**src/rtl/reg_write_sched.sv**
```systemverilog
// reg_write_sched: round-robin scheduler that routes up to four register-write
// requests per cycle onto three registered GPR write ports and one PC port.
//
// Handshake: a requester's transfer happens when req_valid[i] and req_ready[i]
// are both high at posedge clk. req_ready is combinational from req_valid,
// req_addr, the round-robin pointer, stall and rst. Requesters hold their
// request stable until it completes, so nothing is buffered here.
module reg_write_sched #(
  parameter int N = 32,
  parameter int R = 4
) (
  input  logic             clk,
  input  logic             rst,
  input  logic             stall,
  input  logic [R-1:0]     req_valid,
  input  logic [4*R-1:0]   req_addr,
  input  logic [N*R-1:0]   req_data,
  output logic [R-1:0]     req_ready,
  output logic [3:0]       write_address_1,
  output logic [3:0]       write_address_2,
  output logic [3:0]       write_address_3,
  output logic [N-1:0]     write_data_1,
  output logic [N-1:0]     write_data_2,
  output logic [N-1:0]     write_data_3,
  output logic             write_enable_1,
  output logic             write_enable_2,
  output logic             write_enable_3,
  output logic [N-1:0]     pc_update,
  output logic             pc_write,
  output logic [15:0]      conflict_count
);

  localparam logic [3:0] PC_ADDR = 4'hF;

  logic [1:0]   ptr;
  logic [2:0]   g_en;
  logic [3:0]   g_addr [3];
  logic [N-1:0] g_data [3];
  logic         pc_grant;
  logic [N-1:0] pc_data_nxt;
  logic         any_grant;
  logic [1:0]   last_idx;
  logic [1:0]   gpr_cnt;
  logic [1:0]   idx;
  logic [3:0]   cur_addr;
  logic         dup;

  // Scan requesters from ptr onward, granting each one whose slot is still free.
  always_comb begin
    req_ready   = '0;
    g_en        = '0;
    for (int p = 0; p < 3; p++) begin
      g_addr[p] = '0;
      g_data[p] = '0;
    end
    pc_grant    = 1'b0;
    pc_data_nxt = '0;
    any_grant   = 1'b0;
    last_idx    = ptr;
    gpr_cnt     = 2'd0;
    idx         = 2'd0;
    cur_addr    = 4'd0;
    dup         = 1'b0;
    for (int k = 0; k < R; k++) begin
      idx      = ptr + 2'(k);
      cur_addr = req_addr[4*idx +: 4];
      if (req_valid[idx] && !stall && !rst) begin
        if (cur_addr == PC_ADDR) begin
          if (!pc_grant) begin
            pc_grant       = 1'b1;
            pc_data_nxt    = req_data[N*idx +: N];
            req_ready[idx] = 1'b1;
            any_grant      = 1'b1;
            last_idx       = idx;
          end
        end else begin
          // A second write to the same GPR in one cycle would be ambiguous.
          dup = 1'b0;
          for (int j = 0; j < 3; j++) begin
            if ((2'(j) < gpr_cnt) && (g_addr[j] == cur_addr)) dup = 1'b1;
          end
          if ((gpr_cnt != 2'd3) && !dup) begin
            g_en[gpr_cnt]   = 1'b1;
            g_addr[gpr_cnt] = cur_addr;
            g_data[gpr_cnt] = req_data[N*idx +: N];
            gpr_cnt         = gpr_cnt + 2'd1;
            req_ready[idx]  = 1'b1;
            any_grant       = 1'b1;
            last_idx        = idx;
          end
        end
      end
    end
  end

  // Register granted writes; idle ports drop enable but keep their last address/data.
  always_ff @(posedge clk) begin
    if (rst) begin
      ptr             <= 2'd0;
      write_enable_1  <= 1'b0;
      write_enable_2  <= 1'b0;
      write_enable_3  <= 1'b0;
      write_address_1 <= '0;
      write_address_2 <= '0;
      write_address_3 <= '0;
      write_data_1    <= '0;
      write_data_2    <= '0;
      write_data_3    <= '0;
      pc_write        <= 1'b0;
      pc_update       <= '0;
    end else begin
      write_enable_1 <= g_en[0];
      write_enable_2 <= g_en[1];
      write_enable_3 <= g_en[2];
      pc_write       <= pc_grant;
      if (g_en[0]) begin
        write_address_1 <= g_addr[0];
        write_data_1    <= g_data[0];
      end
      if (g_en[1]) begin
        write_address_2 <= g_addr[1];
        write_data_2    <= g_data[1];
      end
      if (g_en[2]) begin
        write_address_3 <= g_addr[2];
        write_data_3    <= g_data[2];
      end
      if (pc_grant) pc_update <= pc_data_nxt;
      // Next scan starts just past the last requester served.
      if (any_grant) ptr <= last_idx + 2'd1;
    end
  end

  // Count cycles where at least one valid requester was left waiting.
  always_ff @(posedge clk) begin
    if (rst) begin
      conflict_count <= 16'd0;
    end else if ((|(req_valid & ~req_ready)) && (conflict_count != 16'hFFFF)) begin
      conflict_count <= conflict_count + 16'd1;
    end
  end

endmodule

```
**config.mk**
```make
export PLATFORM = sky130hd
export DESIGN_NAME = reg_write_sched
export DESIGN_NICKNAME = d
export VERILOG_FILES = /design/src/rtl/reg_write_sched.sv
export SDC_FILE = /design/constraint.sdc
export NUM_CORES = 1
export LEC_CHECK = 0
export BUFFER_PORTS_ARGS = -buffer_cell sky130_fd_sc_hd__buf_2
export CAP_MARGIN = 30
export CORE_MARGIN = 2
export CORE_UTILIZATION = 55
export DETAILED_ROUTE_END_ITERATION = 12
export PLACE_DENSITY = 0.94
export SYNTH_ARGS = -nofsm -noshare
export SYNTH_HDL_FRONTEND = slang
export SYNTH_SLANG_ARGS = --single-unit
```
**constraint.sdc**
```tcl
create_clock -name clk -period 22.6 [get_ports clk]
set_input_delay 4.52 -clock clk [delete_from_list [all_inputs] [get_ports clk]]
set_output_delay 4.52 -clock clk [all_outputs]
set_load 0.005 [all_outputs]
```
# [Word-level counts from Yosys, hierarchy flattened]
# Cells that the tools add are included.
[totals] reg_bits=162
[classes] n_addsub=7 n_lt_le_gt_ge=29 n_eq_ne=15 shift=8 n_mux=153 bitwise_logic=11 n_reduce_logical=38
[op_table] cell="2-to-1 mux 96 bit" n=9
[op_table] cell="2-to-1 mux 32 bit" n=16
[op_table] cell="indexed part select 128 x 8 -> 32 bit" n=4
[op_table] cell="bitwise mux 96 bit" n=3
[op_table] cell="demux 32 bit (select 2 bit)" n=3
[op_table] cell="2-to-1 mux 12 bit" n=9
[op_table] cell="2-to-1 mux 4 bit" n=18
[op_table] cell="indexed part select 16 x 5 -> 4 bit" n=4
[op_table] cell="2-to-1 mux 1 bit" n=51
[op_table] cell="bitwise mux 12 bit" n=3
[op_table] cell="2-to-1 mux 2 bit" n=18
[op_table] cell="logical AND 1 bit" n=31
[op_table] cell="equality test 4 bit" n=7
[op_table] cell="2-to-1 mux 3 bit" n=9
[op_table] cell="demux 4 bit (select 2 bit)" n=3
[op_table] cell="less-than comparator 2 x 3 -> 1 bit, second input constant" n=7
[op_table] cell="adder 16 x 1 -> 16 bit, second input constant" n=1
[op_table] cell="equality test 4 bit, second input constant" n=4
[op_table] cell="!= test 16 bit, second input constant" n=1
[op_table] cell="demux 1 bit (select 2 bit)" n=7
[op_table] cell=">= comparator 2 x 1 -> 1 bit, second input constant" n=7
[op_table] cell="less-than comparator 1 x 2 -> 1 bit, first input constant" n=6
[op_table] cell="OR 4 bit" n=3
[op_table] cell=">= comparator 3 bit, second input constant" n=3
[op_table] cell="14 further kinds" n=34

# [Depth between registers and ports, before layout]
# Gate-level depths: netlist of run 1.
[depth] word_depth=45 depth_mapped=34 depth_no_buf=19

# [Worst setup path after synthesis of run 1]
# Ideal clock, no wire load.
[synth_timing] path_kind="input-to-output" from="input port req_addr[13]" to="output port req_ready[0]" arrival_ps=8960 path_slack_ps=9120 path_stages=20 path_buffers=5 path_cell_list="mux4_2 > and4_4 > buf_6 > or4_4 > o311ai_4 > a21o_1 > clkbuf_1 > inv_1 > clkbuf_1 > clkbuf_1 > ha_1 > or3_1 > clkbuf_1 > o211a_1 > o21ai_0 > nand4b_1 > nor4b_4 > nor2_1 > nand2_1 > nand3_1"
[synth_between] elab_chain_len=40 elab_cells_between_ends=110
[synth_rtl] item="start: declaration" line="16" text="input logic [4*R-1:0] req_addr,"
[synth_rtl] item="indexed part select 16 x 5 -> 4 bit" line="66" text="cur_addr = req_addr[4*idx +: 4];"
[synth_rtl] item="equality test 4 bit" line="68" text="if (cur_addr == PC_ADDR) begin"
[synth_rtl] item="2-to-1 mux 1 bit or 2-to-1 mux 4 bit (tied branches)" line="68"
[synth_rtl] item="2-to-1 mux 1 bit or 2-to-1 mux 4 bit (tied branches)" line="67" text="if (req_valid[idx] && !stall && !rst) begin"
[synth_rtl] item="less-than comparator 1 x 2 -> 1 bit or equality test 4 bit (tied branches)" line="80" text="if ((2'(j) < gpr_cnt) && (g_addr[j] == cur_addr)) dup = 1'b1;"
[synth_rtl] item="logical AND 1 bit" line="80"
[synth_rtl] item="2-to-1 mux 1 bit (3 in a row)" line="80"
[synth_rtl] item="2-to-1 mux 1 bit" line="68"
[synth_rtl] item="(+20 left out)"
[synth_rtl] item="2-to-1 mux 1 bit (3 in a row)" line="80"
[synth_rtl] item="2-to-1 mux 1 bit" line="68"
[synth_rtl] item="2-to-1 mux 1 bit" line="67"
[synth_rtl] item="logical NOT 1 bit" line="82" text="if ((gpr_cnt != 2'd3) && !dup) begin"
[synth_rtl] item="logical AND 1 bit" line="82"
[synth_rtl] item="2-to-1 mux 4 bit" line="82"
[synth_rtl] item="2-to-1 mux 4 bit" line="68"
[synth_rtl] item="2-to-1 mux 4 bit (*)" line="67"
[synth_rtl] item="end: declaration" line="18" text="output logic [R-1:0] req_ready,"
# Mark *: on every way between the ends. The rest lies on a longest branch, timed or not. The select of a mux whose other input is x is not followed.

# [Final worst setup path of run 1]
[layout_timing] from="input port rst" to="output port req_ready[3]"
[layout_between] elab_chain_len=39 elab_cells_between_ends=105
[layout_rtl] item="start: declaration" line="13" text="input logic rst,"
[layout_rtl] item="logical NOT 1 bit (*)" line="67"
[layout_rtl] item="logical AND 1 bit" line="67"
[layout_rtl] item="2-to-1 mux 1 bit or 2-to-1 mux 4 bit (tied branches)" line="67"
[layout_rtl] item="less-than comparator 1 x 2 -> 1 bit or equality test 4 bit (tied branches)" line="80"
[layout_rtl] item="logical AND 1 bit" line="80"
[layout_rtl] item="2-to-1 mux 1 bit (3 in a row)" line="80"
[layout_rtl] item="2-to-1 mux 1 bit" line="68"
[layout_rtl] item="2-to-1 mux 1 bit" line="67"
[layout_rtl] item="(+19 left out)"
[layout_rtl] item="2-to-1 mux 1 bit (3 in a row)" line="80"
[layout_rtl] item="2-to-1 mux 1 bit" line="68"
[layout_rtl] item="2-to-1 mux 1 bit" line="67"
[layout_rtl] item="logical NOT 1 bit" line="82"
[layout_rtl] item="logical AND 1 bit" line="82"
[layout_rtl] item="2-to-1 mux 4 bit" line="82"
[layout_rtl] item="2-to-1 mux 4 bit" line="68"
[layout_rtl] item="2-to-1 mux 4 bit (*)" line="67"
# Marks and branches as above.

==> reports/qor.txt, run 1 <==
status: complete, no violations
Post-Route Skew: 0.02129 ns
total track usage: 36.87%
CP endpoint kind: output pin
clock buffer depth: 2
Syn-to-layout area delta: 18.30%
Die Span Y: 158.9 µm
Total Wirelength: 48.07 mm
DP HPWL: 31.88 mm
Final Hold Viols: 0
Wirelength per Cell: 23.95 µm
GRT overflow: 0
Yosys Warn Count: 0
part of the cycle the worst path needs: 65.21%
layout cells sized above 1: 33.10%
startpoint class of the critical path: input port
Hold Path Class: flop to flop
remaining routing DRC violations: 0
setup TNS: 0 ns
# setup viols final: 0
die area: 25250 µm²
Filler Cells Inserted: 1863
core area: 23540 µm²
Pre-Repair DR Iteration Count: 6
Synth Cell Area: 13200 µm²
CP Class: input port to output pin
Max Clock Freq: 67.85 MHz
row count: 56
post-route ant nets: 0
sequential area share after synthesis: 24.57%
Syn Inst Count: 1468
worst reg-to-reg setup slack: 15.50 ns
Arrival @ worst endpoint: 10.22 ns
CTS root buf: clkbuf_16
Total Nets Final: 1830
cts bufs inserted: 17
Core Util, Final: 66.32%
Async SR Flop Fraction: 0%
Max-Cap Viols: 0
net count after synthesis: 1628
cell area after layout: 15610 µm²
Avg Vias per Cell: 7.234
Vias: 14519
worst endpoint required time: 18.08 ns
Slew Viols, Final: 0
Critical Path End: req_ready[3]
Slew HR: 28.27%
hold_buf cts: 0
RR Startpoint: ptr[0]$_SDFFE_PP0P_
clock latency on the worst-skew pair: 0.43 ns
predominant post-synthesis flop cell: dfxtp_1
first-iteration detailed-routing DRC count: 2143
CP peak stage delay: 0.66 ns
Post-CTS Setup Repair Bufs: 0
Crit path top cell by count: nand2_1
pwr/cell area: 126.1 nW/µm²
effective utilization at floorplan: 56.06%
post-synthesis register bit count: 162
Critical path origin: rst
CTS tree: yes
CP cell instances: buf_4, nor2_1, nand2_1, nor2_4, buf_16, nand2_1, a21o_1, nand2_1, inv_1, ha_1, nor3_1, nand2_2, a21oi_1, xor2_1, nor4b_4, nor2_1, nand2_1, nand3_1, buf_2
initial antenna violation count: 5
Synth Area per Inst: 8.990 µm²
first-pass GRT wire length: 74.84 mm
worst r2r path cells: 19
Critical Path Slowest Stage Cell: nor2_4
leakage: 0.005752 µW
RSZ-0062 raised after global routing: no
vias in the first global route: 13790
Placer Congestion: 0.9670
Max VDD drop: 0.06652 mV
Port Buf Inserts: 314
Clock Sinks: 162
Critical R2R Capture: write_data_3[1]$_SDFFE_PP0P_
Die Wd: 158.9 µm
CP Max Fanout: 82
Worst-Margin Slew: 1.073 ns
clock slew at reported path FFs: 0.07 ns
# resized after CTS: 0
placed cell area: 14860 µm²
Post-synth EDFFs: 0
htree depth: 4
fin crit period: 14.74 ns
largest net degree at the start of global routing: 83
I/O Pins: 315
synth unique cells: 69
power by group:
part / internal [µW] / switching [µW] / leakage, µW
Clock: 181 / 136 / 0.000304
Combinational: 548 / 698 / 0.00413
Sequential: 346 / 58.9 / 0.00132
cell type report:
type	instances	area, µm²	area share (%)
inverters	20	75.07	0.4808
clock inverters	14	191.4	1.226
well taps	319	399.1	2.556
clock buffers	18	439.2	2.813
repair buffers	339	1899	12.17
diodes	5	12.51	0.08014
multi-input cells	1130	9345	59.86
flip-flops and latches	162	3251	20.82
placed cells by master (no fill, tap or decap), drive strengths merged, types with 18 or more instances in the layout:
cell type / count
buf: 339
nor2: 163
nand2: 163
dfxtp: 162
mux4: 146
a21oi: 82
a221oi: 70
nor3: 48
a211oi: 39
o211ai: 38
o21ai: 37
nor2b: 33
nand3: 33
a2111oi: 30
o22ai: 28
inv: 27
and3: 25
nor3b: 22
clkbuf: 18
per-stage QoR:
| step | total power (µW) | std cells | hold slack (ns) | worst slack (ns) |
|---|---|---|---|---|
| 2_1_floorplan | 1293 | 1468 | 0.4483 | 9.120 |
| 3_3_place_gp | 1571 | 1961 | 0.4361 | 7.836 |
| 3_5_place_dp | 1603 | 1965 | 0.4415 | 7.960 |
| 4_1_cts | 1924 | 1997 | 0.4500 | 7.947 |
| 5_1_grt | 2070 | 2006 | 0.4894 | 7.436 |
| 6_report | 1969 | 2007 | 0.4533 | 7.862 |
registers in the layout, indices dropped and copies added (netlist names):
register         flops
write_address_2      4
write_address_1      4
write_data_2        32
write_data_1        32
conflict_count      16
write_enable_3       1
pc_update           32
write_data_3        32
write_address_3      4
pc_write             1
ptr                  2
write_enable_2       1
write_enable_1       1
how the worst min path moves through the flow:
| stage | start | to | cells past startpoint |
|---|---|---|---|
| floorplan | write_address_1[1]$_SDFFE_PP0P_ | write_address_1[1]$_SDFFE_PP0P_ | 2 |
| global placement | write_address_1[1]$_SDFFE_PP0P_ | write_address_1[1]$_SDFFE_PP0P_ | 2 |
| detailed placement | write_address_1[1]$_SDFFE_PP0P_ | write_address_1[1]$_SDFFE_PP0P_ | 2 |
| CTS | write_address_1[1]$_SDFFE_PP0P_ | write_address_1[1]$_SDFFE_PP0P_ | 2 |
| global route | write_address_1[2]$_SDFFE_PP0P_ | write_address_1[2]$_SDFFE_PP0P_ | 2 |
| finish | write_address_1[1]$_SDFFE_PP0P_ | write_address_1[1]$_SDFFE_PP0P_ | 2 |
cell families (layout without fill, tap and decap cells):
family                   Yosys count  count (layout)  share of synthesized area, %
adder cells (fa/ha/maj)            9               9                        0.8533
AO/OA/AOI/OAI                    384             384                         21.39
other                              0               5                             0
XOR/XNOR                          16              16                         1.062
multiplexers                     171             171                         26.92
AND/OR/NAND/NOR                  550             550                         19.93
buffers and inverters            176             391                         5.271
flip-flops                       162             162                         24.57
worst max-delay path: cells and delay by family:
family                     cells  cell delay (ns)
adders and majority gates      1             0.25
AOI/OAI and AO/OA              2             0.77
buffers and inverters          4             0.86
xor gates and xnor gates       1             0.16
and+or+nand+nor               11             3.57
synthesized netlist by cell type (4+ instances only):
| cell | instances | area share [%] |
|---|---|---|
| a2111oi_0 | 30 | 2.0 |
| a211oi_1 | 38 | 2.2 |
| a21oi_1 | 82 | 3.1 |
| a221oi_1 | 69 | 4.6 |
| a222oi_1 | 4 | 0.30 |
| a311o_1 | 16 | 1.2 |
| a311oi_1 | 12 | 0.80 |
| and2_1 | 5 | 0.24 |
| and3_1 | 25 | 1.2 |
| and4_1 | 5 | 0.33 |
| buf_1 | 13 | 0.37 |
| buf_2 | 10 | 0.38 |
| clkbuf_1 | 130 | 3.7 |
| dfxtp_1 | 162 | 25 |
| ha_1 | 9 | 0.85 |
| inv_1 | 20 | 0.57 |
| mux2_2 | 7 | 0.60 |
| mux2i_1 | 16 | 1.2 |
| mux4_2 | 146 | 25 |
| nand2_1 | 162 | 4.6 |
| nand2b_1 | 6 | 0.28 |
| nand3_1 | 33 | 1.3 |
| nand4_1 | 11 | 0.52 |
| nor2_1 | 163 | 4.6 |
| nor2b_1 | 33 | 1.6 |
| nor3_1 | 46 | 1.7 |
| nor3b_1 | 22 | 1.3 |
| nor4_1 | 7 | 0.33 |
| o211ai_1 | 38 | 2.2 |
| o21ai_0 | 36 | 1.4 |
| o22ai_1 | 28 | 1.3 |
| o31ai_1 | 5 | 0.28 |
| or3_1 | 15 | 0.71 |
| xnor2_1 | 6 | 0.40 |
| xor2_1 | 10 | 0.66 |
per-layer routing:
metal / track usage (%) / up-vias / part of all wire (%) / routed length, µm
li1: - / 6179 / - / -
met1: 46.28 / 6906 / 36 / 17380
met2: 60.84 / 1243 / 47 / 22760
met3: 8.255 / 189 / 12 / 5731
met4: 17.40 / 2 / 4.6 / 2191
met5: 0 / - / 0.023 / 11
Note: power is estimated with default switching activity, not from simulation.
==> inputs of run 2 (changes only) <==
Settings changed: CORE_UTILIZATION 55 to 50, PLACE_DENSITY 0.94 to 0.9.
Clock period 22.6 ns to 13.25 ns, I/O delays scaled along.
==> run 2 against run 1 <==
  * Worst setup slack worse by 5.6 ns
  * Sequential power up 79%
  * Sequential share of layout area up 0.10 points
  * Via count down 0.70%
  * Critical path type unchanged
  * Highest routed layer unchanged
==> reports/qor.txt, run 2 (synthesized netlist as in run 1, its figures left out) <==
placed cells: 1980 (+0.76%)
Die Span Y: 166.5 µm (+4.8%)
htree depth: 4 (unchanged)
Vias: 14417 (-0.70%)
Total Wirelength: 49.10 mm (+2.1%)
clock latency on the worst-skew pair: 0.44 ns (about the same)
commonest non-fill, non-tap cell in the layout: buf_2
Total Nets Final: 1828 (-0.11%)
DP HPWL: 33.23 mm (+4.2%)
Wirelength per Cell: 24.31 µm (+1.5%)
# setup viols final: 0 (unchanged)
status: complete, no violations
layout cells sized above 1: 33.02% (-0.080 points)
die area: 27710 µm² (+9.7%)
clock slew at reported path FFs: 0.07 ns (about the same)
initial antenna violation count: 6 (+1)
Clock Sinks: 162 (unchanged)
Final Hold Viols: 0 (unchanged)
Sw Share: 46.39% (+1.0 points)
RSZ-0062 raised after global routing: no
Placer Congestion: 0.9160 (-5.3%)
Worst-Margin Slew: 1.063 ns (-0.009941 ns)
vias in the first global route: 13805 (+0.11%)
cts bufs inserted: 17 (unchanged)
Arrival @ worst endpoint: 8.38 ns (-1.84 ns)
Post-CTS Setup Repair Bufs: 0 (unchanged)
row count: 59 (+5.4%)
leakage: 0.005710 µW (-0.74%)
worst endpoint required time: 10.60 ns (-7.48 ns)
CP endpoint kind: output pin
Max-Cap Viols: 0 (unchanged)
first-iteration detailed-routing DRC count: 1684 (-21%)
remaining routing DRC violations: 0 (unchanged)
Slew HR: 29.11% (+0.83 points)
first-pass GRT wire length: 75.02 mm (+0.25%)
part of the cycle the worst path needs: 83.26%
post-route ant nets: 0 (unchanged)
largest net degree at the start of global routing: 87 (+4.8%)
sequential share of power: 22.0% (+1.4 points)
fin crit period: 11.03 ns
Die Wd: 166.5 µm (+4.8%)
setup TNS: 0 ns (unchanged)
Max Clock Freq: 90.65 MHz
core area: 25980 µm² (+10%)
Comb pwr share: 63.2% (about the same)
clock buffer depth: 2 (unchanged)
Port Buf Inserts: 314 (unchanged)
# resized after CTS: 0 (unchanged)
CTS root buf: clkbuf_16
commonest non-fill, non-tap cells in the layout: buf_2, nor2_1, dfxtp_1
Max VDD drop: 0.1962 mV (+200%)
GRT overflow: 0 (unchanged)
total track usage: 33.77% (-3.1 points)
Internal: 1773 µW (+65%)
I/O Pins: 315 (unchanged)
CP Class: input port to output pin
Filler Cells Inserted: 2239 (+20%)
Pre-Repair DR Iteration Count: 7 (+1)
Net Switching: 1534 µW (+72%)
Clock Power Share: 14.8% (-1.3 points)
pwr/cell area: 212.8 nW/µm² (+69%)
Post-Route Skew: 0.01751 ns (-0.003781 ns)
Slew Viols, Final: 0 (unchanged)
CP Max Fanout: 49 (-40%)
Avg Vias per Cell: 7.137 (-1.3%)
non-filler cells in the finished layout: 2020 (+0.65%)
startpoint class of the critical path: input port
effective utilization at floorplan: 50.79% (-5.3 points)
CTS tree: yes
Syn-to-layout area delta: 17.73%
Hold Path Class: flop to flop
hold_buf cts: 0 (unchanged)
[run 2: path summary, 6_finish.rpt]
check                                                      end                          start  cells past startpoint  slack, ns
worst max-delay path                              req_ready[0]                   req_valid[3]                     17       2.22
worst min-delay path             write_data_3[31]$_SDFFE_PP0P_  write_data_3[31]$_SDFFE_PP0P_                      2       0.49
worst max register to register  conflict_count[4]$_SDFFE_PP0P_            ptr[0]$_SDFFE_PP0P_                     17       5.36
worst min register to register   write_data_3[31]$_SDFFE_PP0P_  write_data_3[31]$_SDFFE_PP0P_                      2       0.49
[run 2: layout make-up]
class                           count  area, µm²  share of cell area (%)
Sequential cell                   162       3251                   20.92
Inverter                           20      75.07                  0.4832
Multi-Input combinational cell   1130       9346                   60.15
Clock inverter                     14      131.4                  0.8455
Tap cell                          335      419.2                   2.698
Timing Repair Buffer              337       1876                   12.07
Antenna cell                        4      10.01                 0.06442
Clock buffer                       18      429.2                   2.762
[run 2: routing by layer]
layer,vias up,wire [µm],GRT usage (%),share of wire (%)
met5,-,15,0,0.031
met4,2,2250,15.89,4.6
met3,185,6027,8.460,12
met2,1166,22850,54.60,47
met1,6891,17950,42.66,37
li1,6173,-,-,-
[run 2: per-stage QoR]
step                setup slack, ns  util [%]  cell area [µm²]  total power (µW)  hold slack (ns)
floorplan                     2.795         -            13200              2206           0.4483
global placement              2.347     56.84            14770              2691           0.4398
detailed placement            2.412     57.24            14870              2746           0.4515
CTS                           2.410     59.39            15430              3240           0.4876
global route                  1.982     59.77            15530              3470           0.4971
finish                        2.218     59.79            15540              3307           0.4871
[run 2: worst max-delay path, cell delays in order]
cell and delay, ns:
buf_2 0.13, mux4_2 0.51, nand2_1 0.29, nor2_4 0.22
buf_16 0.22, o311ai_4 0.39, a21o_1 0.37, inv_2 0.44
ha_1 0.42, a311oi_4 0.45, and3_2 0.99, o31a_1 0.28
o221ai_1 0.26, nor2_1 0.42, nand2_1 0.10, nand3_1 0.11
buf_2 0.12
[run 2: power by group through the flow]
| stage | clock network [µW] | registers [µW] | logic, µW |
|---|---|---|---|
| final | 491 | 726 | 2090 |
| after global routing | 509 | 739 | 2220 |
| after CTS | 491 | 723 | 2030 |
| after detailed placement | 0 | 732 | 2010 |
| after global placement | 0 | 726 | 1970 |
| after floorplan | 0 | 654 | 1550 |
